[src/rtl/data_register.sv]
// Single WIDTH-bit capture register loaded when the controller sits in LOAD_STATE.
// Optional feature: define DATA_REGISTER_VALID_EN to add a sticky dr_valid flag.
module data_register #(
    parameter int                 WIDTH      = 32,
    parameter int                 STATE_W    = 3,
    parameter logic [STATE_W-1:0] LOAD_STATE = 3'd2
) (
    input  logic               clk,
    input  logic               reset,
    input  logic [STATE_W-1:0] state,
    input  logic [WIDTH-1:0]   dr_writedata,
    output logic [WIDTH-1:0]   dr_readdata
`ifdef DATA_REGISTER_VALID_EN
    ,
    output logic               dr_valid
`endif
);

    logic             load_en;
    logic [WIDTH-1:0] data_reg;

    // Every non-load encoding, including unused ones, holds the stored value.
    assign load_en = (state == LOAD_STATE);

    always_ff @(posedge clk or posedge reset) begin
        if (reset) begin
            data_reg <= '0;
        end else if (load_en) begin
            data_reg <= dr_writedata;
        end
    end

    assign dr_readdata = data_reg;

`ifdef DATA_REGISTER_VALID_EN
    logic valid_reg;

    // Sticky: once anything has been captured it stays set until reset.
    always_ff @(posedge clk or posedge reset) begin
        if (reset) begin
            valid_reg <= 1'b0;
        end else if (load_en) begin
            valid_reg <= 1'b1;
        end
    end

    assign dr_valid = valid_reg;
`endif

endmodule

[config.mk]
export PLATFORM = sky130hd
export DESIGN_NAME = data_register
export DESIGN_NICKNAME = d
export VERILOG_FILES = /design/src/rtl/data_register.sv
export SDC_FILE = /design/constraint.sdc
export NUM_CORES = 1
export LEC_CHECK = 0
export CAP_MARGIN = 10
export CORE_ASPECT_RATIO = 0.5
export CORE_UTILIZATION = 36
export CTS_CLUSTER_SIZE = 28
export DETAILED_ROUTE_END_ITERATION = 16
export GPL_TIMING_DRIVEN = 0
export HOLD_SLACK_MARGIN = 0.05
export MAX_ROUTING_LAYER = met4
export PLACE_DENSITY = 0.76
export SYNTH_ARGS = -nofsm -noshare
export SYNTH_HDL_FRONTEND = slang
export SYNTH_SLANG_ARGS = --single-unit
[constraint.sdc]
create_clock -name clk -period 1 [get_ports clk]
set_input_delay 0.2 -clock clk [delete_from_list [all_inputs] [get_ports clk]]
set_output_delay 0.2 -clock clk [all_outputs]
set_load 0.03 [all_outputs]
## Word-level counts from Yosys, hierarchy flattened

Cells that the tools add are included.

| storage, ports and cells | value |
|---|---|
| flip-flop bits (word level) | 32 |

| cells by class | value |
|---|---|
| equality and inequality tests | 1 |

Operators by type and width:

| operator | count |
|---|---|
| == test 3 x 2 -> 1 bit, second input constant | 1 |

## Logic depth before layout (Yosys ltp)

| logic depth | value |
|---|---|
| depth in word-level cells | 1 |
| depth in mapped cells | 3 |

## Least setup slack after synthesis

No wires, ideal clock.

| timing path | value |
|---|---|
| kind | input port to flip-flop |
| from | input port state[0] |
| to | register data_reg[10], in the netlist dr_readdata[10] |
| buffers on the path | 1 |
| stages on the path | 3 |
| slack | -0.125 ns |
| arrival time | 1.000 ns |
| library setup time | 0.125 ns |
| path through | nor3b_4 buf_6 mux2_2 |

| on the way | value |
|---|---|
| word-level cells in the longest chain between the ends | 1 |

RTL lines:

| element | RTL line | RTL |
|---|---|---|
| start: declaration | 10 | `input logic [STATE_W-1:0] state,` |
| == test 3 x 2 -> 1 bit | 23 | `assign load_en = (state == LOAD_STATE);` |
| end signal: assignment | 29 | `data_reg <= dr_writedata;` |
| end: declaration | 20 | `logic [WIDTH-1:0] data_reg;` |

Every way passes these cells.
A chain may end at the register's enable or synchronous reset.

## Final worst setup path

| timing path | value |
|---|---|
| from | register data_reg[25], in the netlist dr_readdata[25] |
| to | output port dr_readdata[25] |

RTL lines:

| element | RTL line | RTL |
|---|---|---|
| end: declaration | 12 | `output logic [WIDTH-1:0] dr_readdata` |

No word-level cell between the ends.

==> summary.txt <==
Outcome
  • Run status: finished, violations left
  • Failing checks: setup timing

Clock network
  • Clock sinks: 32
  • Hold buffers post-CTS: 0
  • CTS H-tree depth: 2
  • Clock Tree Root: clkbuf_8
  • TritonCTS clock tree: built
  • Clock-pin slew on the worst setup and hold paths: about 70 ps
  • CTS Buf Count: 5
  • Clock buffer depth: 2
  • Clk Latency, worst-skew pair: roughly 270 ps

Placement
  • HPWL after detailed placement: ~2.1 mm
  • Pre-CTS WS: -698 ps
  • Input/output buffers: just under 70
  • Routability congestion estimate from global placement: ~0.65

Cells and area
  • Layout cells sized above 1: 0.595
  • Max reg flops: 32
  • Area grow syn2layout: 94.6%
  • Nets: 200
  • Antenna Cells: 0
  • Fill cells: 173

Global route
  • Vias in the first global route: roughly 1,000
  • Initial antenna violation count: 0
  • Largest net degree at the start of global routing: 33
  • GRT overflow: 0
  • Global-route wire length before repair: 5.46 mm
  • Total Routing Usage GR: 0.216

Floorplan
  • Die span in x: approximately 84 um
  • Die ar.: ~3600 um^2
  • Row count: 14
  • Initial Utilization: 0.393
  • Total core area: 3100 um^2
  • IO Count: 69
  • Die Ht: around 43 um

STA
  • Slew @ Worst Pin: 700 ps
  • Max transition margin: 0.532
  • Setup violators final: just over 50
  • Skew final: 0 ps
  • Final Hold Fails: 0
  • F_max: 941 MHz
  • RSZ-0062 raised after global routing: yes
  • Final worst path period share: 1.06
  • Slew Viols, Final: 0
  • Fin crit period: between 1000 and 1500 ps
  • Setup ws final: -62.9 ps

Logic synthesis
  • Post-synth EDFFs: 0
  • Synth area leaders: dfrtp_1, mux2_2, buf_6
  • Post-Synthesis Net Count: between 100 and 150
  • #FFs+latches synth: 32
  • Synth area leader: dfrtp_1
  • Most common cell in the synthesized netlist: dfrtp_1
  • Mapped cell area: roughly 1200 um^2
  • Synth Area per Inst: approximately 18 um^2
  • Synth top area share: 0.658
  • Dominant synthesized flop cell: dfrtp_1
  • Cell count after synthesis: approximately 70
  • Distinct cells, synth: 6
  • Synth Warn #: 0
  • Synth async-reset ratio: 1.00
  • Post-synthesis sequential area ratio: 0.658
  • Synth cell count leaders: dfrtp_1, mux2_2, buf_6

Worst setup path
  • CP delay by family, top: flip-flops
  • Critical-path cell list: buf_2
  • Crit. End Element: primary output
  • Critical Path AT: ~860 ps
  • Bufs and invs on worst path: 1
  • R2r setup slk: 80 ps
  • CP Class: flip-flop to primary output
  • WP data required: around 800 ps
  • Crit path max fanout: 2
  • Largest stage delay on the critical path: roughly 370 ps
  • Startpoint Class: flip-flop
  • Crit-path slowest cell: dfrtp_1

Route
  • Vias per std cell: 4.52
  • Residual DRC: 0
  • Antenna Nets Post-Route: 0
  • Max Used Layer: met4
  • DRT iter0 DRCs: 24
  • WL met2: approximately 1.9 mm
  • M1 WL: roughly 1.6 mm
  • Vias: about 920
  • Pre-antenna DRT Iters: 2
  • WL/cell: 17.7 um
  • Met3 Wirelength: 52 um
  • Drt total wl: approximately 3.6 mm

Hold path
  • Worst Hold Class: input port to asynchronous set/reset pin

Power
  • Peak VDD IR: 908 uV
  • Pwr Total: 4500 uW
  • Pleak: around 0.0011 uW
  • Power per cell area: roughly 1900 nW/um^2

Flow run
  • MaxCap Viol Count: 0
cells in the final DEF, fill, tap and decap left out, types with 2 or more instances in the layout:
cell             count
buf_6               36
clkdlybuf4s50_1     33
dfrtp_1             32
mux2_4              26
buf_4               13
mux2_2               6
clkbuf_8             5
buf_8                3
buf_2                2
buf_12               2
per-stage QoR:
step           cells  utilization  TNS (ps)  cell area (um^2)  hold WS [ps]
6_report         203        0.764     -1300              2370           394
5_1_grt          203        0.764     -2830              2370           431
4_1_cts          195        0.739     -1320              2290           391
3_5_place_dp     177        0.628    -50180              1950           494
3_3_place_gp     177        0.628    -49090              1950           469
2_1_floorplan     69            -     -3700              1220           316
cell type report:
type,instances,area (um^2),share of cell area
well taps,40,50.0,0.0211
clock buffers,6,72.6,0.0306
clock inverters,1,5.00,0.00211
plain buffers,3,45.0,0.0190
multi-input cells,33,477,0.201
inverters,1,7.51,0.00317
flip-flops and latches,32,801,0.338
repair buffers,87,911,0.385
where the power goes:
group | total, uW | switching, uW | internal, uW
clock network | 939 | 466 | 473
registers | 1730 | 189 | 1540
logic | 1830 | 813 | 1020
total | 4500 | 1470 | 3030
layer usage:
| layer | up-vias | track usage |
|---|---|---|
| met5 | - | - |
| met4 | 0 | 0.0517 |
| met3 | 2 | 0.0486 |
| met2 | 7 | 0.372 |
| met1 | 483 | 0.262 |
| li1 | 425 | - |
logic make-up after synthesis:
kind of cell	share of synthesized area
AND/OR/NAND/NOR	0.0154
buffers and inverters	0.0308
flip-flops	0.658
multiplexers	0.296
path summary, 6_finish.rpt:
| check | startpoint | cells past startpoint | endpoint |
|---|---|---|---|
| worst max register to register | dr_readdata[10] | 2 | dr_readdata[10] |
| worst min-delay path | reset | 2 | dr_readdata[10] |
| worst max-delay path | dr_readdata[25] | 1 | dr_readdata[25] |
| max in group asynchronous | reset | 2 | dr_readdata[22] |
| worst min register to register | dr_readdata[18] | 1 | dr_readdata[18] |
| min in group clk | state[0] | 5 | dr_readdata[31] |
repair_timing:
action | CTS | global route
setup buffers | 8 | 9
cloned | 3 | 0
pin swaps | 1 | 1
gates resized for setup | 257 | 15
setup endpoints to repair | 96 | 57
No activity file was read; power rests on OpenSTA's default activity.
